<file path="src/rtl/mc_control_if.sv">
// Control bundle between the multicycle controller and its datapath.
interface mc_control_if;
  logic [5:0] op;
  logic [5:0] funct;
  logic       zero;
  logic       mem_ready;
  logic [2:0] alu_op;
  logic       alu_src_a;
  logic [1:0] alu_src_b;
  logic [1:0] pc_src;
  logic       pc_write;
  logic       ir_write;
  logic       iord;
  logic       mem_read;
  logic       mem_write;
  logic       reg_dst;
  logic       mem_to_reg;
  logic       reg_write;
  logic       illegal;
  logic       mem_timeout;

  modport master (
    input  op, funct, zero, mem_ready,
    output alu_op, alu_src_a, alu_src_b, pc_src, pc_write, ir_write, iord,
           mem_read, mem_write, reg_dst, mem_to_reg, reg_write, illegal, mem_timeout
  );

  modport slave (
    output op, funct, zero, mem_ready,
    input  alu_op, alu_src_a, alu_src_b, pc_src, pc_write, ir_write, iord,
           mem_read, mem_write, reg_dst, mem_to_reg, reg_write, illegal, mem_timeout
  );
endinterface

</file>
<file path="src/rtl/mc_control.sv">
// Multicycle MIPS-subset control FSM with memory-stall abort.
// Define MC_CONTROL_ADDI_EN to add the addi path (ADDIEX/ADDIWB).
//
// state  | meaning
// FETCH  | read instruction, PC+4
// DECODE | branch target into ALUOut, dispatch on op
// MEMADR | effective address for lw/sw
// MEMRD  | data read
// MEMWB  | load writeback
// MEMWR  | data write
// EXEC   | R-type ALU op from funct
// ALUWB  | R-type writeback
// BRANCH | beq compare, PC <- ALUOut if zero
// JUMP   | PC <- jump target
// ERR    | unsupported op/funct, illegal pulse
// ADDIEX | addi ALU op (optional)
// ADDIWB | addi writeback (optional)
module mc_control #(
  parameter int unsigned STALL_LIMIT = 15
) (
  input  logic         clk,
  input  logic         rst_n,
  mc_control_if.master bus
);
  localparam logic [7:0] LIMIT     = 8'(STALL_LIMIT);
  localparam logic [5:0] OP_RTYPE  = 6'b000000;
  localparam logic [5:0] OP_LW     = 6'b100011;
  localparam logic [5:0] OP_SW     = 6'b101011;
  localparam logic [5:0] OP_BEQ    = 6'b000100;
  localparam logic [5:0] OP_J      = 6'b000010;
`ifdef MC_CONTROL_ADDI_EN
  localparam logic [5:0] OP_ADDI   = 6'b001000;
`endif

  typedef enum logic [3:0] {
    FETCH, DECODE, MEMADR, MEMRD, MEMWB, MEMWR, EXEC, ALUWB, BRANCH, JUMP, ERR
`ifdef MC_CONTROL_ADDI_EN
    , ADDIEX, ADDIWB
`endif
  } state_t;

  state_t     state_q, state_d;
  logic [7:0] stall_q;
  logic       in_mem, tmo;
  logic       pc_write_c, ir_write_c, mem_write_c, reg_write_c, illegal_c, tmo_c;

  assign in_mem = (state_q == FETCH) || (state_q == MEMRD) || (state_q == MEMWR);
  assign tmo    = in_mem && !bus.mem_ready && (stall_q == LIMIT);

  always_ff @(posedge clk or negedge rst_n) begin
    if (!rst_n) begin
      state_q <= FETCH;
      stall_q <= '0;
    end else begin
      state_q <= state_d;
      // a timed-out FETCH restarts itself, so the state compare alone misses it
      if (state_d != state_q || tmo)
        stall_q <= '0;
      else if (in_mem && !bus.mem_ready)
        stall_q <= stall_q + 8'd1;
    end
  end

  always_comb begin
    state_d        = state_q;
    bus.alu_op     = 3'b000;
    bus.alu_src_a  = 1'b0;
    bus.alu_src_b  = 2'b00;
    bus.pc_src     = 2'b00;
    bus.iord       = 1'b0;
    bus.mem_read   = 1'b0;
    bus.reg_dst    = 1'b0;
    bus.mem_to_reg = 1'b0;
    pc_write_c     = 1'b0;
    ir_write_c     = 1'b0;
    mem_write_c    = 1'b0;
    reg_write_c    = 1'b0;
    illegal_c      = 1'b0;
    tmo_c          = 1'b0;
    case (state_q)
      FETCH: begin
        bus.mem_read  = 1'b1;
        bus.alu_src_b = 2'b01;
        bus.alu_op    = 3'b010;
        pc_write_c    = bus.mem_ready;
        ir_write_c    = bus.mem_ready;
        if (bus.mem_ready) state_d = DECODE;
      end
      DECODE: begin
        bus.alu_src_b = 2'b11;
        bus.alu_op    = 3'b010;
        case (bus.op)
          OP_LW, OP_SW: state_d = MEMADR;
          OP_RTYPE:     state_d = EXEC;
          OP_BEQ:       state_d = BRANCH;
          OP_J:         state_d = JUMP;
`ifdef MC_CONTROL_ADDI_EN
          OP_ADDI:      state_d = ADDIEX;
`endif
          default:      state_d = ERR;
        endcase
      end
      MEMADR: begin
        bus.alu_src_a = 1'b1;
        bus.alu_src_b = 2'b10;
        bus.alu_op    = 3'b010;
        state_d       = (bus.op == OP_LW) ? MEMRD : MEMWR;
      end
      MEMRD: begin
        bus.mem_read = 1'b1;
        bus.iord     = 1'b1;
        if (bus.mem_ready) state_d = MEMWB;
      end
      MEMWB: begin
        reg_write_c    = 1'b1;
        bus.mem_to_reg = 1'b1;
        state_d        = FETCH;
      end
      MEMWR: begin
        mem_write_c = 1'b1;
        bus.iord    = 1'b1;
        if (bus.mem_ready) state_d = FETCH;
      end
      EXEC: begin
        bus.alu_src_a = 1'b1;
        state_d       = ALUWB;
        case (bus.funct)
          6'b100000: bus.alu_op = 3'b010;
          6'b100010: bus.alu_op = 3'b110;
          6'b100100: bus.alu_op = 3'b000;
          6'b100101: bus.alu_op = 3'b001;
          6'b101010: bus.alu_op = 3'b111;
          default:   state_d    = ERR;
        endcase
      end
      ALUWB: begin
        reg_write_c = 1'b1;
        bus.reg_dst = 1'b1;
        state_d     = FETCH;
      end
      BRANCH: begin
        bus.alu_src_a = 1'b1;
        bus.alu_op    = 3'b110;
        bus.pc_src    = 2'b01;
        pc_write_c    = bus.zero;
        state_d       = FETCH;
      end
      JUMP: begin
        bus.pc_src = 2'b10;
        pc_write_c = 1'b1;
        state_d    = FETCH;
      end
`ifdef MC_CONTROL_ADDI_EN
      ADDIEX: begin
        bus.alu_src_a = 1'b1;
        bus.alu_src_b = 2'b10;
        bus.alu_op    = 3'b010;
        state_d       = ADDIWB;
      end
      ADDIWB: begin
        reg_write_c = 1'b1;
        state_d     = FETCH;
      end
`endif
      ERR: begin
        illegal_c = 1'b1;
        state_d   = FETCH;
      end
      default: state_d = FETCH;
    endcase
    // a stall abort silences every strobe and select for that cycle
    if (tmo) begin
      bus.alu_op     = 3'b000;
      bus.alu_src_a  = 1'b0;
      bus.alu_src_b  = 2'b00;
      bus.pc_src     = 2'b00;
      bus.iord       = 1'b0;
      bus.mem_read   = 1'b0;
      bus.reg_dst    = 1'b0;
      bus.mem_to_reg = 1'b0;
      pc_write_c     = 1'b0;
      ir_write_c     = 1'b0;
      mem_write_c    = 1'b0;
      reg_write_c    = 1'b0;
      illegal_c      = 1'b0;
      tmo_c          = 1'b1;
      state_d        = FETCH;
    end
  end

  // write strobes and pulses are held off for as long as reset is asserted
  assign bus.pc_write    = pc_write_c  & rst_n;
  assign bus.ir_write    = ir_write_c  & rst_n;
  assign bus.mem_write   = mem_write_c & rst_n;
  assign bus.reg_write   = reg_write_c & rst_n;
  assign bus.illegal     = illegal_c   & rst_n;
  assign bus.mem_timeout = tmo_c       & rst_n;
endmodule

</file>
<file path="src/flat_wrapper.sv">
// flat-port wrapper written by rule: the top's interface ports become plain ports
module mc_control_flat 
#(
  parameter int unsigned STALL_LIMIT = 15
)
  (clk, rst_n, bus_op, bus_funct, bus_zero, bus_mem_ready, bus_alu_op, bus_alu_src_a, bus_alu_src_b, bus_pc_src, bus_pc_write, bus_ir_write, bus_iord, bus_mem_read, bus_mem_write, bus_reg_dst, bus_mem_to_reg, bus_reg_write, bus_illegal, bus_mem_timeout);
  mc_control_if bus_i ();
  input  logic clk;
  input  logic rst_n;
  input wire logic [$bits(bus_i.op)-1:0] bus_op;
  input wire logic [$bits(bus_i.funct)-1:0] bus_funct;
  input wire logic [$bits(bus_i.zero)-1:0] bus_zero;
  input wire logic [$bits(bus_i.mem_ready)-1:0] bus_mem_ready;
  output wire logic [$bits(bus_i.alu_op)-1:0] bus_alu_op;
  output wire logic [$bits(bus_i.alu_src_a)-1:0] bus_alu_src_a;
  output wire logic [$bits(bus_i.alu_src_b)-1:0] bus_alu_src_b;
  output wire logic [$bits(bus_i.pc_src)-1:0] bus_pc_src;
  output wire logic [$bits(bus_i.pc_write)-1:0] bus_pc_write;
  output wire logic [$bits(bus_i.ir_write)-1:0] bus_ir_write;
  output wire logic [$bits(bus_i.iord)-1:0] bus_iord;
  output wire logic [$bits(bus_i.mem_read)-1:0] bus_mem_read;
  output wire logic [$bits(bus_i.mem_write)-1:0] bus_mem_write;
  output wire logic [$bits(bus_i.reg_dst)-1:0] bus_reg_dst;
  output wire logic [$bits(bus_i.mem_to_reg)-1:0] bus_mem_to_reg;
  output wire logic [$bits(bus_i.reg_write)-1:0] bus_reg_write;
  output wire logic [$bits(bus_i.illegal)-1:0] bus_illegal;
  output wire logic [$bits(bus_i.mem_timeout)-1:0] bus_mem_timeout;
  assign bus_i.op = bus_op;
  assign bus_i.funct = bus_funct;
  assign bus_i.zero = bus_zero;
  assign bus_i.mem_ready = bus_mem_ready;
  assign bus_alu_op = bus_i.alu_op;
  assign bus_alu_src_a = bus_i.alu_src_a;
  assign bus_alu_src_b = bus_i.alu_src_b;
  assign bus_pc_src = bus_i.pc_src;
  assign bus_pc_write = bus_i.pc_write;
  assign bus_ir_write = bus_i.ir_write;
  assign bus_iord = bus_i.iord;
  assign bus_mem_read = bus_i.mem_read;
  assign bus_mem_write = bus_i.mem_write;
  assign bus_reg_dst = bus_i.reg_dst;
  assign bus_mem_to_reg = bus_i.mem_to_reg;
  assign bus_reg_write = bus_i.reg_write;
  assign bus_illegal = bus_i.illegal;
  assign bus_mem_timeout = bus_i.mem_timeout;
  mc_control #(.STALL_LIMIT(STALL_LIMIT)) u_core (.clk(clk), .rst_n(rst_n), .bus(bus_i));
endmodule
</file>
<file path="config.mk">
export PLATFORM = sky130hd
export DESIGN_NAME = mc_control_flat
export DESIGN_NICKNAME = d
export VERILOG_FILES = /design/src/rtl/mc_control_if.sv /design/src/rtl/mc_control.sv /design/src/flat_wrapper.sv
export SDC_FILE = /design/constraint.sdc
export NUM_CORES = 1
export LEC_CHECK = 0
export CORE_ASPECT_RATIO = 0.5
export CORE_MARGIN = 5
export CORE_UTILIZATION = 35
export CTS_CLUSTER_SIZE = 28
export DETAILED_ROUTE_END_ITERATION = 10
export PLACE_DENSITY = 0.7
export SLEW_MARGIN = 0
export SYNTH_ARGS = -nofsm -noshare
export SYNTH_HDL_FRONTEND = slang
export SYNTH_SLANG_ARGS = --single-unit
</file>
<file path="constraint.sdc">
create_clock -name clk -period 2.2 [get_ports clk]
set_input_delay 0.33 -clock clk [delete_from_list [all_inputs] [get_ports clk]]
set_output_delay 0.33 -clock clk [all_outputs]
set_load 0.01 [all_outputs]
</file>
-- After elaboration in Yosys (flattened, before gate mapping)
Cells that the tools add are included.
Widths: inputs -> output; s select.
- register bits after elaboration: 12
- word-level logic and storage cells: 84
- input port bits: 16
- $add $sub $neg: 1
- equal/unequal tests: 21
- reductions and logical operators: 16
- mux-type cells: 38
- bitwise gates (word level): 6
- operators with widths (kind ; number):
    $eq 6x6->1 const B ; 7
    $pmux 4 s6 ; 1
    $mux 1 ; 20
    $mux 4 ; 5
    $eq 4x3->1 const B ; 4
    $mux 8 ; 2
    $pmux 4 s4 ; 1
    $eq 4x4->1 const B ; 3
    $pmux 3 s4 ; 1
    $pmux 3 s3 ; 1
    $add 8x1->8 const B ; 1
    $eq 4x2->1 const B ; 2
    $eq 8x4->1 const B ; 1
    $reduce_or 2->1 ; 4
    $and 1x1->1 ; 6
    $eq 6x2->1 const B ; 1
    $eq 6x3->1 const B ; 1
    $logic_not 6->1 ; 1
    $mux 3 ; 2
    $pmux 2 s3 ; 1
    $reduce_or 3->1 ; 2
    $reduce_or 5->1 ; 1
    $eq 4x1->1 const B ; 1
    $logic_not 4->1 ; 1
    8 further kinds ; 12

-- Depth between registers and ports, before layout
Gate-level depths: netlist of the first run.
- depth after elaboration: 9
- gate-level depth with buffers: 8
- depth with buffers taken out: 6

-- Least setup slack after synthesis of the first run
Ideal clock, no wire load.
- kind: input-to-output
- from: input bus_mem_ready
- to: output bus_mem_timeout
- arrival time: 2.066 ns
- path buffers: 1
- slack: -0.196 ns
- cell stages on the path: 6
- cells stage by stage: clkbuf_1 -> or4_1 -> o2bb2ai_1 -> nand4_1 -> nor2_1 -> and2_1
- cells in the longest elaborated chain, start to end: 5
- ends and longest elaborated chain (item ; line ; source):
    from (decl) ; flat_wrapper.sv:13 ; input wire logic [$bits(bus_i.mem_ready)-1:0] bus_mem_ready;
    $logic_not 1->1 ; mc_control.sv:48 ; assign tmo = in_mem && !bus.mem_ready && (stall_q == LIMIT);
    $logic_and 1x1->1 (2 in series) ; mc_control.sv:48 ;
    $mux 1 ; mc_control.sv:172 ; if (tmo) begin
    $and 1x1->1 ; mc_control.sv:197 ; assign bus.mem_timeout = tmo_c & rst_n;
    to (decl) ; flat_wrapper.sv:27 ; output wire logic [$bits(bus_i.mem_timeout)-1:0] bus_mem_timeout;
No other way between the ends.

-- Worst setup path after layout of the first run
- from: register u_core.state_q[2]
- to: output bus_mem_timeout
- cells in the longest elaborated chain, start to end: 7
- elaborated cells between the ends (all ways): 9
- those cells by class: eq/ne (2); mux (1); bitwise (1); reduce/logical (5)
- ends and longest elaborated chain (item ; line ; source):
    from (decl) ; mc_control.sv:42 ; state_t state_q, state_d;
    from (signal assigned) ; mc_control.sv:55 ; state_q <= state_d;
    $eq 4x2->1 / $logic_not 4->1 (equally long branches) ; mc_control.sv:47 ; assign in_mem = (state_q == FETCH) || (state_q == MEMRD) || (state_q == MEMWR);
    $logic_or 1x1->1 ; mc_control.sv:47 ;
    $logic_or 1x1->1 * ; mc_control.sv:47 ;
    $logic_and 1x1->1 * (2 in series) ; mc_control.sv:48 ;
    $mux 1 * ; mc_control.sv:172 ;
    $and 1x1->1 * ; mc_control.sv:197 ;
Mark *: on every way between the ends. The rest lies on a longest branch, timed or not.

==> metrics.cfg, run 1 <==
[outcome]
outcome=finished, violations left
violations=negative setup slack

[final_layout]
final_common_cell=buf_4
multi_input_area_sq_um=996
area_delta_synth_final_pct=89.5
nFillCells=237
antenna_cells=0
regArea_sq_um=302
layout.cells.non_filler=292
final_cell_mix=buf_4 (57), nand2_1 (21), nor2_1 (19)
layout-drive-gt1-share_pct=46.4
num-nets-final=270

[synthesis]
synth_fp_nets=178
synth_edf_count=0
yosysWarnings=0
synth_cells=161
syn_avg_cell_area_sq_um=7.26
synth-seq-cells=12
synth_ff_type=dfrtp_1
yosys.cell_types.count=44
yosysSeqAreaShare_pct=25.7
netlist_area_sq_um=1170
async_flop_share_pct=100

[route]
wl_per_cell_um=14.6
ant_nets=0
finalWirelength_mm=4.25
vias=1567
drcViolationCount=0
post_drt_via_cell_ratio=5.37
drtPass1Iterations=4
drtIter0Drc=73

[floorplanning]
num_io_pins=34
row_count=14
die_y_um=50.9
die_width_um=91.7
start_util_pct=37.7
fp.dieArea_sq_um=4660
core_region_area_sq_um=3100

[setup_path]
worstSetupPathType=flop to primary output
worst_ep_arrival_time_ps=2040
end_kind=primary output
cpMaxStageDelayCell=or4_4
r2r_start=u_core.state_q[2]
cpLargestDelayFamily=simple AND/OR/NAND/NOR gates
worst_setup_path_start_kind=flop
critical_path.max_stage_delay_ps=570
r2r_end=u_core.stall_q[5]
critPathBufInv=2
crit_path_end=bus_mem_timeout
required_ps=1870
reg2reg_slack_ps=-70
cp-startpoint=u_core.state_q[2]
crit_fanout=3
crit_cells=7
path_cells=or4_4, o2bb2ai_4, nand4_1, nor2_2, buf_4, and2_4, buf_6
worstRegToRegCells=9

[sta]
final.min_clock_period_ps=2370
fin_skew_ps=2.39
period_share_pct=108
fmax_ghz=0.421
slew_headroom_pct=76.6
final_hold_viol_count=0
fin_ws_ps=-173
slew_violations=0
setup_violations=16
rsz0062_at_grt=true
tightest_slew_ps=351

[placement]
place_hpwl_mm=3.08
gp_congestion=0.864
numPlacedInstances=272
dp_slack_ps=-641
port_buffers=33

[grt]
gr-total-overflow=0
top_usage_layer=met2
use_met2_pct=32.6
grt_max_degree=16
grt_pass1_wl_mm=7.02
track_usage_pct=18.3
antenna_found_initial=0
grtUsageMet3_pct=2.20
grtUsageMet1_pct=23.6
grt_pass1_vias=1480

[clocking]
h-tree-depth=1
clock-sinks=12
cts_tree=built
cts.clk_slew.worst_paths_ps=60
clkLatencyLatePin_ps=250
cts_buffer_depth=2
clockRootBuffer=clkbuf_8
cts_made_buffers=3

[worst_hold_path]
min_path_type=input pin to async pin

[power_and_ir_drop]
p_per_area_nw_per_um2=1170
ir_drop_v=0.000590
power.leakage_nw=1.02

[flow_run]
cap_violations=0

-- area by class of cell --
class / instances / area share, %
repair buffers: 96 / 35.8
clock buffers: 4 / 2.49
multi-input cells: 136 / 45.0
well taps: 40 / 2.26
inverters: 4 / 0.847
flip-flops and latches: 12 / 13.6
-- layer usage --
metal / vias to the layer above / share of wire (%) / wire, um
met3: 4 / 5.7 / 242
met1: 739 / 42 / 1800
li1: 766 / - / -
met2: 58 / 51 / 2170
met5: - / 0 / 0
met4: 0 / 0.92 / 39
-- power by group --
| group | switching (W) | internal (W) |
|---|---|---|
| registers | 0.0000372 | 0.000267 |
| logic | 0.00102 | 0.00100 |
| clock network | 0.0000913 | 0.000159 |
| total | 0.00115 | 0.00143 |
-- flip-flops by register name, summed over array words and instances (netlist names) --
signal	count
u_core.stall_q	8
u_core.state_q	4
-- through the flow --
stage	utilization (%)	instance area, sq um	hold slack [ps]	TNS [ps]	total power (W)
after global routing	71.4	2210	578	-2800	0.00276
after global placement	62.3	1930	588	-10660	0.00198
after floorplan	-	1230	34.4	-775	0.00116
after detailed placement	62.3	1930	595	-11280	0.00201
final	71.4	2210	554	-1580	0.00258
after CTS	67.8	2100	551	-2180	0.00244
-- how the worst min path moves through the flow --
stage	slack (ps)	to	cells past startpoint
finish	550	u_core.state_q[3]	2
global route	580	u_core.state_q[3]	2
CTS	550	u_core.state_q[0]	2
detailed placement	590	u_core.stall_q[0]	2
global placement	590	u_core.stall_q[0]	2
floorplan	30	u_core.stall_q[0]	0
-- cells by family (layout without fill, tap and decap cells) --
group                      after synthesis  in the layout  share of synthesized area (%)
buffers and inverters                   13            104                           4.28
DFF                                     12             12                           25.7
xor gates and xnor gates                10             10                           7.49
adders and majority gates                1              1                           1.07
muxes                                    2              2                           1.71
and+or+nand+nor                         81             81                           35.7
AOI/OAI and AO/OA                       42             42                           24.1
-- cells in the mapped netlist, types with 2 or more instances --
cell type,count,area (sq um)
nand2_1,22,82.6
nor2_1,21,78.8
a21oi_1,12,60.1
dfrtp_1,12,300
a211oi_1,10,75.1
clkbuf_1,8,30.0
nor3_1,6,30.0
xor2_1,6,52.6
nand2b_1,5,31.3
nor2b_1,5,31.3
o21ai_0,4,20.0
xnor2_1,4,35.0
inv_1,3,11.3
nand3_1,3,15.0
nand4_1,3,18.8
a2bb2oi_1,2,17.5
a31oi_1,2,12.5
and2_1,2,12.5
and3_1,2,12.5
mux2i_1,2,20.0
nor4_1,2,12.5
o21ai_1,2,10.0
or4_1,2,15.0
-- repair_timing --
action | 4_1_cts | 5_1_grt
endpoints found under the hold margin | 0 | 0
buffers inserted | 13 | 6
endpoints found under the setup margin | 25 | 23
pin swaps | 19 | 7
resized for setup | 86 | 17
hold buffers | 0 | 0
Note: power is estimated with default switching activity, not from simulation.
==> run 2: changes to the inputs <==
- CORE_UTILIZATION: 35 -> 43
- PLACE_DENSITY: 0.7 -> 0.82
- TNS_END_PERCENT: not set -> 100
==> run 2 against run 1 <==
Combinational power up 5%. Final area up 1.1%. The run still ends with negative setup slack left. Global-route usage up 9.0 points. Wire length up 39%. Die area down 16%. Non-clock buffer count up 3. First-iteration DRC count up 63%. Worst hold slack worse by 190 ps. Sequential share of layout area down 0.20 points. Sequential power up 3%. Power up 3.0%. Highest routed layer unchanged. Clock skew about the same.
==> metrics.cfg, run 2 (synthesis gave the netlist of run 1 again) <==
[sta]
slew_headroom_pct=67.8  ; -8.8 points
setup_violations=21  ; +5
final.min_clock_period_ps=2520  ; +149 ps
fin_ws_ps=-322  ; -149 ps
final_hold_viol_count=0  ; unchanged
fmax_ghz=0.396  ; -5.9%
rsz0062_at_grt=true
slew_violations=0  ; unchanged
tightest_slew_ps=482  ; +130 ps
period_share_pct=115  ; +6.8 points
fin_skew_ps=2.23  ; -0.163 ps

[floorplanning]
num_io_pins=34  ; unchanged
die_y_um=46.9  ; -7.9%
core_region_area_sq_um=2600  ; -16%
row_count=13  ; -1
start_util_pct=44.9  ; +7.2 points
fp.dieArea_sq_um=3920  ; -16%
die_width_um=83.7  ; -8.7%

[clocking]
cts_tree=built
clockRootBuffer=clkbuf_8
cts_buffer_depth=2  ; unchanged
clkLatencyLatePin_ps=250  ; about the same
h-tree-depth=1  ; unchanged
clock-sinks=12  ; unchanged
cts_made_buffers=3  ; unchanged
cts.clk_slew.worst_paths_ps=50  ; about the same
holdBufCountCts=0  ; unchanged

[final_layout]
antenna_cells=0  ; unchanged
final_cell_mix=buf_4 (61), nand2_1 (21), nor2_1 (18)
layout.cells.non_filler=291  ; -0.34%
area_delta_synth_final_pct=91.5
num-nets-final=273  ; +1.1%
final_common_cell=buf_4
largest_reg_flops=8  ; unchanged
final_area_sq_um=2240  ; +1.1%
layout-drive-gt1-share_pct=48.8  ; +2.4 points
utilization_pct=86.0  ; +15 points
layout_top_registers=u_core.stall_q (8), u_core.state_q (4)
top_register=u_core.stall_q

[grt]
grt_pass1_wl_mm=8.50  ; +21%
grt_pass1_vias=1753  ; +18%
gr-total-overflow=0  ; unchanged
antenna_found_initial=0  ; unchanged
grt_max_degree=16  ; unchanged
track_usage_pct=27.3  ; +9.0 points

[power_and_ir_drop]
power.leakage_nw=1.03  ; +1.7%
power_w=0.00266  ; +3.0%
p_per_area_nw_per_um2=1190  ; +1.9%
ir_drop_v=0.000661  ; +12%

[route]
ant_nets=0  ; unchanged
drtIter0Drc=119  ; +63%
vias=1888  ; +20%
drtPass1Iterations=5  ; +1
finalWirelength_mm=5.93  ; +39%
wl_per_cell_um=20.4  ; +40%
drcViolationCount=0  ; unchanged
post_drt_via_cell_ratio=6.49  ; +21%

[flow_run]
cap_violations=0  ; unchanged

[worst_hold_path]
min_path_type=input pin to async pin

[placement]
place_hpwl_mm=3.35  ; +8.9%
gp_congestion=0.931  ; +7.8%
placed_cell_area_sq_um=1940  ; +0.58%
numPlacedInstances=271  ; -0.37%
port_buffers=33  ; unchanged

[setup_path]
path_cells=or4_4, o2bb2ai_4, nand4_1, nor2_2, buf_4, buf_6, nor3_2, buf_2
required_ps=1870  ; about the same
worst_setup_path_start_kind=flop
worstSetupPathType=flop to primary output
worst_ep_arrival_time_ps=2190  ; +150 ps
critPathBufInv=3  ; +1
cpMaxStageDelayCell=or4_4
critical_path.max_stage_delay_ps=580  ; about the same
crit_fanout=4  ; +1
end_kind=primary output
cpLargestDelayFamily=simple AND/OR/NAND/NOR gates

[outcome]
outcome=finished, violations left
violations=negative setup slack

-- run 2: area by class of cell --
type / count / area [sq um]
tap: 37 / 46.3
clock buffer: 3 / 41.3
inverter: 4 / 18.8
timing repair buffer: 99 / 803
fill: 136 / 364
multi-input combinational: 136 / 1030
sequential: 12 / 300
-- run 2: through the flow --
stage	TNS, ps	hold WS (ps)	setup slack, ps
floorplan	-775	34.4	-95.7
global placement	-10370	593	-612
detailed placement	-11860	590	-673
CTS	-2770	342	-219
global route	-4900	350	-383
finish	-3730	361	-322
-- run 2: where the power goes --
group	total [W]	internal [W]	switching [W]
clock network	0.000210	0.000121	0.0000884
logic	0.00214	0.000980	0.00116
registers	0.000312	0.000266	0.0000461
-- run 2: worst paths after layout --
| kind | from | endpoint | slack (ps) | depth (start not counted) |
|---|---|---|---|---|
| setup / recovery | u_core.state_q[2] | bus_mem_write | -320 | 8 |
| hold / removal | rst_n | u_core.stall_q[0] | 360 | 1 |
| setup reg to reg | u_core.state_q[2] | u_core.stall_q[3] | -200 | 9 |
| hold reg to reg | u_core.stall_q[0] | u_core.stall_q[0] | 730 | 3 |
| max in group asynchronous | rst_n | u_core.stall_q[2] | 1350 | 2 |
| min in group clk | bus_op[4] | u_core.state_q[3] | 480 | 4 |
-- run 2: repair_timing --
item                       in CTS  in global routing
buffers inserted               17                  6
resized for setup              80                 26
cloned                          0                  0
pin swaps                      19                 16
setup endpoints to repair      24                 24
-- run 2: layer usage --
layer  GRT usage (%)  vias to the layer above  share of wire, %
met4            11.2                        0               6.7
met5               0                        -                 0
met3            4.03                       73                11
met2            54.5                      175                47
li1                -                      774                 -
met1            31.0                      866                36
